==> config.mk <==
export PLATFORM = sky130hd
export DESIGN_NAME = flit_base_delta_decomp_flat
export DESIGN_NICKNAME = d
export VERILOG_FILES = /design/src/rtl/flit_base_delta_decomp_if.sv /design/src/rtl/flit_base_delta_decomp.sv /design/src/flat_wrapper.sv
export SDC_FILE = /design/constraint.sdc
export NUM_CORES = 1
export LEC_CHECK = 0
export CORE_UTILIZATION = 48
export DETAILED_ROUTE_END_ITERATION = 8
export HOLD_SLACK_MARGIN = 0.15
export PLACE_DENSITY = 0.81
export SETUP_SLACK_MARGIN = 0.2
export SLEW_MARGIN = 20
export SYNTH_ARGS = -nofsm -noshare
export SYNTH_HDL_FRONTEND = slang
export SYNTH_SLANG_ARGS = --single-unit
==> constraint.sdc <==
create_clock -name clk_in -period 4.22 [get_ports clk_in]
set_input_delay 0.633 -clock clk_in [delete_from_list [all_inputs] [get_ports clk_in]]
set_output_delay 0.633 -clock clk_in [all_outputs]
set_load 0.02 [all_outputs]
==> src/rtl/flit_base_delta_decomp_if.sv <==
// flit_base_delta_decomp_if: compressed-flit input and reconstructed-flit output handshakes
interface flit_base_delta_decomp_if #(parameter int OUTPUT_WIDTH = 128);
  logic in_valid;
  logic in_ready;
  logic raw_in;
  logic [OUTPUT_WIDTH-1:0] data_in;
  logic out_valid;
  logic out_ready;
  logic [OUTPUT_WIDTH-1:0] data_out;
  modport master (output in_valid, raw_in, data_in, out_ready, input in_ready, out_valid, data_out);
  modport slave (input in_valid, raw_in, data_in, out_ready, output in_ready, out_valid, data_out);
endinterface

==> src/rtl/flit_base_delta_decomp.sv <==
// flit_base_delta_decomp: rebuilds min-base/delta compressed flits, LANES chunks per cycle
module flit_base_delta_decomp #(
  parameter int OUTPUT_WIDTH = 128,
  parameter int D = 8,
  parameter int DELTA_W = 4,
  parameter int LANES = 4
) (
  input logic clk_in,
  input logic rst_n_in,
  flit_base_delta_decomp_if.slave bus
);
  localparam int N = OUTPUT_WIDTH / D;
  localparam int STEPS = N / LANES;
  localparam int CW = STEPS > 1 ? $clog2(STEPS) : 1;
  typedef enum logic [1:0] {IDLE, EXPAND, OUT} state_t;
  state_t state, state_d;
  logic [CW-1:0] cnt;
  logic [D-1:0] base;
  logic [N*DELTA_W-1:0] deltas;
  logic [OUTPUT_WIDTH-1:0] data_q;
  generate
    if (OUTPUT_WIDTH % D != 0 || N % LANES != 0 || D + N * DELTA_W > OUTPUT_WIDTH) begin : g_illegal
      $error("flit_base_delta_decomp: illegal parameter combination");
    end
  endgenerate
  // state register; reset drops any flit in flight
  always_ff @(posedge clk_in) state <= !rst_n_in ? IDLE : state_d;
  // next state: accept only in IDLE, expand STEPS cycles, hold until downstream takes it
  always_comb begin
    state_d = state;
    if (state == IDLE && bus.in_valid) state_d = bus.raw_in ? OUT : EXPAND;
    else if (state == EXPAND && cnt == CW'(STEPS - 1)) state_d = OUT;
    else if (state == OUT && bus.out_ready) state_d = IDLE;
  end
  // datapath: latch base/deltas on accept, then write LANES chunks per EXPAND cycle
  always_ff @(posedge clk_in) begin
    if (!rst_n_in) begin
      cnt <= '0;
      base <= '0;
      deltas <= '0;
      data_q <= '0;
    end else if (state == IDLE && bus.in_valid) begin
      cnt <= '0;
      base <= bus.data_in[D-1:0];
      deltas <= bus.data_in[D +: N*DELTA_W];
      if (bus.raw_in) data_q <= bus.data_in;
    end else if (state == EXPAND) begin
      cnt <= cnt + CW'(1);
      for (int j = 0; j < LANES; j++)
        data_q[(int'(cnt) * LANES + j) * D +: D] <= base + D'(deltas[(int'(cnt) * LANES + j) * DELTA_W +: DELTA_W]);
    end
  end
  assign bus.in_ready = state == IDLE;
  assign bus.out_valid = state == OUT;
  assign bus.data_out = data_q;
endmodule

==> src/flat_wrapper.sv <==
// flat-port wrapper written by rule: the top's interface ports become plain ports
module flit_base_delta_decomp_flat 
#(
  parameter int OUTPUT_WIDTH = 128,
  parameter int D = 8,
  parameter int DELTA_W = 4,
  parameter int LANES = 4
)
  (clk_in, rst_n_in, bus_in_valid, bus_raw_in, bus_data_in, bus_out_ready, bus_in_ready, bus_out_valid, bus_data_out);
  flit_base_delta_decomp_if #(.OUTPUT_WIDTH(OUTPUT_WIDTH)) bus_i ();
  input logic clk_in;
  input logic rst_n_in;
  input wire logic [$bits(bus_i.in_valid)-1:0] bus_in_valid;
  input wire logic [$bits(bus_i.raw_in)-1:0] bus_raw_in;
  input wire logic [$bits(bus_i.data_in)-1:0] bus_data_in;
  input wire logic [$bits(bus_i.out_ready)-1:0] bus_out_ready;
  output wire logic [$bits(bus_i.in_ready)-1:0] bus_in_ready;
  output wire logic [$bits(bus_i.out_valid)-1:0] bus_out_valid;
  output wire logic [$bits(bus_i.data_out)-1:0] bus_data_out;
  assign bus_i.in_valid = bus_in_valid;
  assign bus_i.raw_in = bus_raw_in;
  assign bus_i.data_in = bus_data_in;
  assign bus_i.out_ready = bus_out_ready;
  assign bus_in_ready = bus_i.in_ready;
  assign bus_out_valid = bus_i.out_valid;
  assign bus_data_out = bus_i.data_out;
  flit_base_delta_decomp #(.OUTPUT_WIDTH(OUTPUT_WIDTH), .D(D), .DELTA_W(DELTA_W), .LANES(LANES)) u_core (.clk_in(clk_in), .rst_n_in(rst_n_in), .bus(bus_i));
endmodule
==> impl_metrics.csv, run 1 <==
group,metric,value,unit
critical_path,r2r_cells,10,
hold_path,hold_end,"u_core.deltas[29]",
sta,finalClockSkew,0.0104,ns
detailed_routing,dr_wl_met2,14700,um
pwr,swShare,30.6,%
pwr,leakage,4.66,nW
final_layout,area_delta_synth_final,36.2,%
sta,tns,0,ns
hold_path,hp-class,"register to register",
die,fp.dieH,140,um
synthesis,seq_area_frac_synth,44.5,%
pwr,comb_power_share,22.7,%
detailed_routing,met1_length,13100,um
detailed_routing,via_per_inst,6.17,
synthesis,synth_warnings,0,
critical_path,critPathLaunchType,"register",
placement,io_buffers,262,
pwr,internal-power,3.58,mW
sta,fin_ws,0.690,ns
critical_path,r2r_end,"u_core.bus.data_out[118]",
detailed_routing,ant_nets,0,
detailed_routing,drtIter0Drc,968,
sta,hold_viol,0,
final_layout,drive_above_1_share,6.49,%
sta,fin_crit_sh,83.6,%
clock_network,cts_made_buffers,21,
detailed_routing,wl_per_cell,21.5,um
sta,fmax,283,MHz
global_route,grt_usage,33.4,%
clock_network,cts_setup_buffers,0,
sta,finalSetupViolCount,0,
synthesis,synth_area_leader_cell,"dfxtp_1",
die,ios,263,
critical_path,r2r-start,"u_core.cnt[1]",
clock_network,tritoncts,"built",
die,core-area,18700,sq um
clock_network,ctsHoldBuffers,0,
sta,worst-slew-pin-transition,1.17,ns
die,dieWidth,140,um
clock_network,cts_max_path_buffers,3,
synthesis,ys_async_sr_fraction,0,%
global_route,grt_pass1_wl,50500,um
critical_path,critPathArrivalTime,3.96,ns
die,rows,50,
sta,drv_slew,0,
clock_network,cts_num_sinks,204,
detailed_routing,top_layer,"met4",
clock_network,insertion_delay,0.51,ns
pwr,ir_worst_vdd,0.248,mV
run_status,outcome,"finished, final reports clean",
synthesis,synth.cell_area,9170,sq um
global_route,grt_overflow,0,
synthesis,synth_edf_count,0,
die,die_area,19700,sq um
placement,place_ws,0.765,ns
placement,gp_congestion,0.966,
clock_network,root_buffer,"clkbuf_16",
placement,dp.cells,1523,
global_route,grt_pass1_vias,8926,
pwr,p_per_area,413,nW/um^2
synthesis,synth_nets,1250,
sta,maxSlewHeadroom,22.1,%
clock_network,cts_resized,0,
detailed_routing,drt-pass1-iter-count,5,
clock_network,cts.clk_slew.worst_paths,0.07,ns
sta,rsz0062_at_grt,"no",
synthesis,yosys.area.top_type_share,44.5,%
sta,final.min_clock_period,3.53,ns
critical_path,regToRegSetupSlack,0.69,ns
die,initial_core_util,49.0,%
synthesis,ys_types,48,
pwr,clock_power_share,34.7,%
critical_path,cp_max_fo,17,
synthesis,ys_ff_latch,204,
critical_path,crit_type,"register to register",
critical_path,worstPathRequired,4.65,ns
detailed_routing,drc,0,
detailed_routing,wirelength,33600,um
hold_path,min_from,"u_core.deltas[29]",
final_layout,nets,1469,
synthesis,ys_top_cells_by_area,"dfxtp_1 (45%), nand2_1 (8.8%), a21oi_1 (6.4%)",
job,drv_cap,0,
pwr,pwr-share-seq,42.7,%
detailed_routing,met3_length,3430,um
global_route,grt_max_degree,109,
detailed_routing,vias,9618,
synthesis,synthCells,1093,
pwr,netSwitchingPower,1.58,mW
clock_network,cts_htree_levels,1,
final_layout,antenna_cells,0,
pwr,total_power,5.16,mW
final_layout,fin_cells,1560,
critical_path,endpoint_kind,"register",
hold_path,hold_depth,2,
synthesis,synthFlopType,"dfxtp_1",
placement,dp_hpwl,23600,um
global_route,antenna_found_initial,0,
synthesis,syn_avg_cell_area,8.39,sq um
[per-stage QoR]
stage          instance area [sq um]  util [%]  hold slack, ns
2_1_floorplan                   9170         -           0.433
4_1_cts                        12500      66.8           0.453
3_5_place_dp                   11800      63.3           0.445
6_report                       12500      66.8           0.458
5_1_grt                        12500      66.8           0.469
3_3_place_gp                   11800      63.3           0.440
[flip-flops by register name (all words and copies together), names as in the netlist]
register,flops
u_core.base,8
u_core.bus.data_out,128
u_core.cnt,2
u_core.deltas,64
u_core.state,2
[worst max-delay path by stage]
stage | end | cells after the start | from
after floorplan | u_core.bus.data_out[126] | 10 | u_core.cnt[0]
after global placement | u_core.bus.data_out[54] | 10 | u_core.cnt[1]
after detailed placement | u_core.bus.data_out[38] | 9 | u_core.cnt[0]
after CTS | u_core.bus.data_out[38] | 9 | u_core.cnt[0]
after global routing | u_core.bus.data_out[54] | 10 | u_core.cnt[1]
final | u_core.bus.data_out[118] | 10 | u_core.cnt[1]
[cells in the final DEF (no fill, tap or decap), types with 5 or more instances in the layout]
master	Yosys	final
ha_1	20	20
inv_1	18	18
a221oi_1	56	56
a211oi_1	8	8
o21ai_0	110	110
clkbuf_16	0	21
clkinv_2	0	7
nand4_1	6	6
nor3_1	23	23
buf_4	12	18
a31oi_1	54	54
nand3_1	7	7
a21o_1	5	5
dfxtp_1	204	204
nand2_1	214	214
xor2_1	13	13
clkdlybuf4s50_1	0	261
mux4_2	16	16
nor2_1	76	76
a21oi_1	117	117
o21ai_1	8	8
[per-layer routing]
| metal | GRT usage (%) | vias to the layer above |
|---|---|---|
| met2 | 50.1 | 579 |
| met3 | 5.74 | 142 |
| met5 | 0 | - |
| met4 | 21.1 | 0 |
| met1 | 44.6 | 4537 |
| li1 | - | 4360 |
[logic make-up after synthesis]
family / after synthesis / share of synthesized area [%]
AOI/OAI and AO/OA: 375 / 24.6
and+or+nand+nor: 351 / 16.3
DFF: 204 / 44.5
buffers and inverters: 105 / 5.28
adders and majority gates: 24 / 3.60
xor gates and xnor gates: 17 / 1.62
muxes: 17 / 4.04
[cell usage after synthesis (all sizes together) (5+ instances only)]
master and number:
nand4 6, buf 42, xor2 13, nand3b 5, a21o 5, clkbuf 44, nand2 214, o21ai 118
dfxtp 204, ha 20, nor2 76, a31oi 54, a221oi 56, a21oi 121, nand3 8, a211oi 8
mux4 16, inv 19, nor3 26
[power groups by stage]
stage / sequential (mW) / clock, mW / combinational (mW)
after global placement: 2.23 / 0 / 1.13
after floorplan: 2.32 / 0 / 0.492
after CTS: 2.20 / 1.79 / 1.15
after global routing: 2.21 / 1.89 / 1.23
after detailed placement: 2.23 / 0 / 1.15
final: 2.20 / 1.79 / 1.17
[worst max-delay path, cell delays in order (launching register included)]
cell	delay (ns)
dfxtp_1	0.81
buf_4	0.29
mux4_2	0.19
ha_1	0.17
inv_1	0.06
fa_1	0.39
nand2b_1	0.19
a211oi_1	0.26
xor2_1	0.75
a221oi_1	0.18
nor2_1	0.17
[cell type report]
class,instances,area (sq um)
inverters,19,71.3
repair buffers,282,2790
clock inverters,10,81.3
fillers,1510,6210
well taps,234,293
multi-input cells,784,4600
clock buffers,27,568
flip-flops and latches,204,4080
(Power assumes the default switching activity.)
==> inputs of run 2 (changes only) <==
==> constraint.sdc (replaced) <==
create_clock -name clk_in -period 3.3 [get_ports clk_in]
set_input_delay 0.495 -clock clk_in [delete_from_list [all_inputs] [get_ports clk_in]]
set_output_delay 0.495 -clock clk_in [all_outputs]
set_load 0.02 [all_outputs]
==> run 2 against run 1 <==
Compared with the run above:
- global-route usage increased by 1.2 points
- final area increased by 2.6%
- register-to-register slack got worse by 0.41 ns
- critical path depth increased by 1
- total power increased by 33%
- maximum frequency increased by 17%
- critical path type unchanged
- clock skew increased by 0.0078 ns
- clock power increased by 41%
- worst hold slack got worse by 0.086 ns
==> impl_metrics.csv, run 2 (synthesis results as in run 1) <==
group,metric,value,unit
sta,drv_slew,0,
pwr,internal-power,4.81,mW
global_route,antenna_found_initial,0,
die,fp.dieH,140,um
final_layout,drive_above_1_share,8.93,%
clock_network,cts_htree_levels,1,
detailed_routing,drtIter0Drc,1066,
critical_path,endpoint_kind,"register",
final_layout,nets,1496,
global_route,grt_overflow,0,
final_layout,most-common-layout-cells,"clkdlybuf4s50_1 (261), nand2_1 (214), dfxtp_1 (203)",
critical_path,crit_type,"register to register",
pwr,comb_power_share,22.6,%
sta,worst-slew-pin-transition,0.975,ns
critical_path,cp_max_fo,8,
hold_path,hp-class,"input port to register",
final_layout,area_delta_synth_final,39.8,%
critical_path,crit_start,"u_core.cnt[0]",
sta,rsz0062_at_grt,"yes",
pwr,ir_worst_vdd,0.389,mV
detailed_routing,drt-pass1-iter-count,6,
critical_path,critPathArrivalTime,3.45,ns
global_route,grt_max_degree,129,
global_route,grt_pass1_wl,51800,um
clock_network,cts.clk_slew.worst_paths,0.07,ns
sta,fmax,332,MHz
sta,timing.hold.ws,0.371,ns
pwr,netSwitchingPower,2.07,mW
final_layout,fillCellCount,1502,
detailed_routing,wirelength,34700,um
pwr,total_power,6.88,mW
critical_path,r2r_cells,11,
pwr,leakage,4.85,nW
die,core-area,18700,sq um
critical_path,critPathLaunchType,"register",
critical_path,worstPathRequired,3.73,ns
sta,tns,0,ns
run_status,outcome,"finished, final reports clean",
critical_path,r2r_end,"u_core.bus.data_out[46]",
die,die_area,19700,sq um
final_layout,final_common_cell,"clkdlybuf4s50_1",
clock_network,ctsHoldBuffers,0,
critical_path,endpoint,"u_core.bus.data_out[46]",
detailed_routing,drc,0,
pwr,p_per_area,537,nW/um^2
clock_network,root_buffer,"clkbuf_16",
sta,finalSetupViolCount,0,
final_layout,antenna_cells,0,
clock_network,cts_made_buffers,22,
clock_network,cts_max_path_buffers,3,
global_route,grt_pass1_vias,8920,
clock_network,insertion_delay,0.51,ns
clock_network,tritoncts,"built",
die,dieWidth,140,um
sta,finalClockSkew,0.0182,ns
die,initial_core_util,49.0,%
final_layout,largest_reg_flops,128,
pwr,clock_power_share,36.6,%
detailed_routing,via_per_inst,6.09,
placement,io_buffers,262,
placement,gp_congestion,0.954,
sta,fin_crit_sh,91.4,%
die,ios,263,
pwr,swShare,30.1,%
clock_network,cts_num_sinks,204,
sta,final.min_clock_period,3.02,ns
placement,dp_hpwl,24000,um
global_route,grt_usage,34.5,%
critical_path,regToRegSetupSlack,0.28,ns
die,rows,50,
detailed_routing,ant_nets,0,
job,drv_cap,0,
hold_path,min_from,"rst_n_in",
detailed_routing,wl_per_cell,21.8,um
critical_path,r2r-start,"u_core.cnt[0]",
pwr,pwr-share-seq,40.8,%
detailed_routing,vias,9671,
sta,hold_viol,0,
sta,maxSlewHeadroom,35.0,%
## run 2: cell count changes in the layout (fill, tap and decap cells not counted), moves of 2 or more
cell,previous run,this run
clkbuf_16,21,23
buf_4,18,43
xor2_1,13,10
xor2_2,0,3
clkinv_2,7,5
clkbuf_8,2,6
## run 2: critical path: stages (launching register included)
cell and delay, ns:
dfxtp_1 0.32, buf_4 0.18, mux4_2 0.34, ha_1 0.19, inv_1 0.09, fa_1 0.41
nand2b_1 0.20, a211oi_1 0.25, xor2_1 0.49, buf_4 0.23, nand2_1 0.06, a31oi_1 0.19
## run 2: layout make-up
class	count	area, sq um	share of cell area (%)
sequential	204	4090	31.9
multi-input combinational	784	4640	36.2
clock buffer	33	673	5.25
timing repair buffer	308	2990	23.3
tap	234	293	2.28
clock inverter	7	66.3	0.517
inverter	19	71.3	0.556
## run 2: how the worst min path moves through the flow
stage               depth (start not counted)                      end
floorplan                                   2        u_core.deltas[32]
global placement                            2        u_core.deltas[44]
detailed placement                          2        u_core.deltas[14]
CTS                                         3  u_core.bus.data_out[83]
global route                                3  u_core.bus.data_out[84]
finish                                      3  u_core.bus.data_out[83]
## run 2: metal layers
metal  track usage, %  part of all wire, %  vias up
li1                 -                    -     4408
met1             46.2                   40     4588
met2             53.3                   45      585
met3             7.04                   11       90
met4             16.9                  4.6        0
met5                0                    0        -
## run 2: stage by stage
stage          util (%)  instance area [sq um]  instances  worst slack, ns
6_report           68.5                  12800       1589            0.285
5_1_grt            68.5                  12800       1589            0.184
4_1_cts            68.2                  12800       1586            0.230
3_5_place_dp       64.2                  12000       1546            0.257
3_3_place_gp       64.2                  12000       1546            0.247
2_1_floorplan         -                   9170       1093            0.330
## run 2: what timing repair did
action,4_1_cts,5_1_grt
hold endpoints to repair,0,0
gates resized for setup,0,7
setup endpoints to repair,0,24
buffers inserted,0,3
## run 2: power by group through the flow
stage                     logic, mW  registers, mW  clock network [mW]
after floorplan               0.630           2.96                   0
after global placement         1.50           2.84                   0
after detailed placement       1.51           2.85                   0
after CTS                      1.52           2.80                2.52
after global routing           1.64           2.82                2.63
final                          1.56           2.80                2.52
==> inputs of run 3 (changes only) <==
--- a/config.mk
+++ b/config.mk
@@ -10,7 +10,6 @@
 export HOLD_SLACK_MARGIN = 0.15
 export PLACE_DENSITY = 0.81
 export SETUP_SLACK_MARGIN = 0.2
-export SLEW_MARGIN = 20
 export SYNTH_ARGS = -nofsm -noshare
 export SYNTH_HDL_FRONTEND = slang
 export SYNTH_SLANG_ARGS = --single-unit
==> results of run 3 <==
Same layout as run 2: the final DEF is identical, and so are final timing and power.
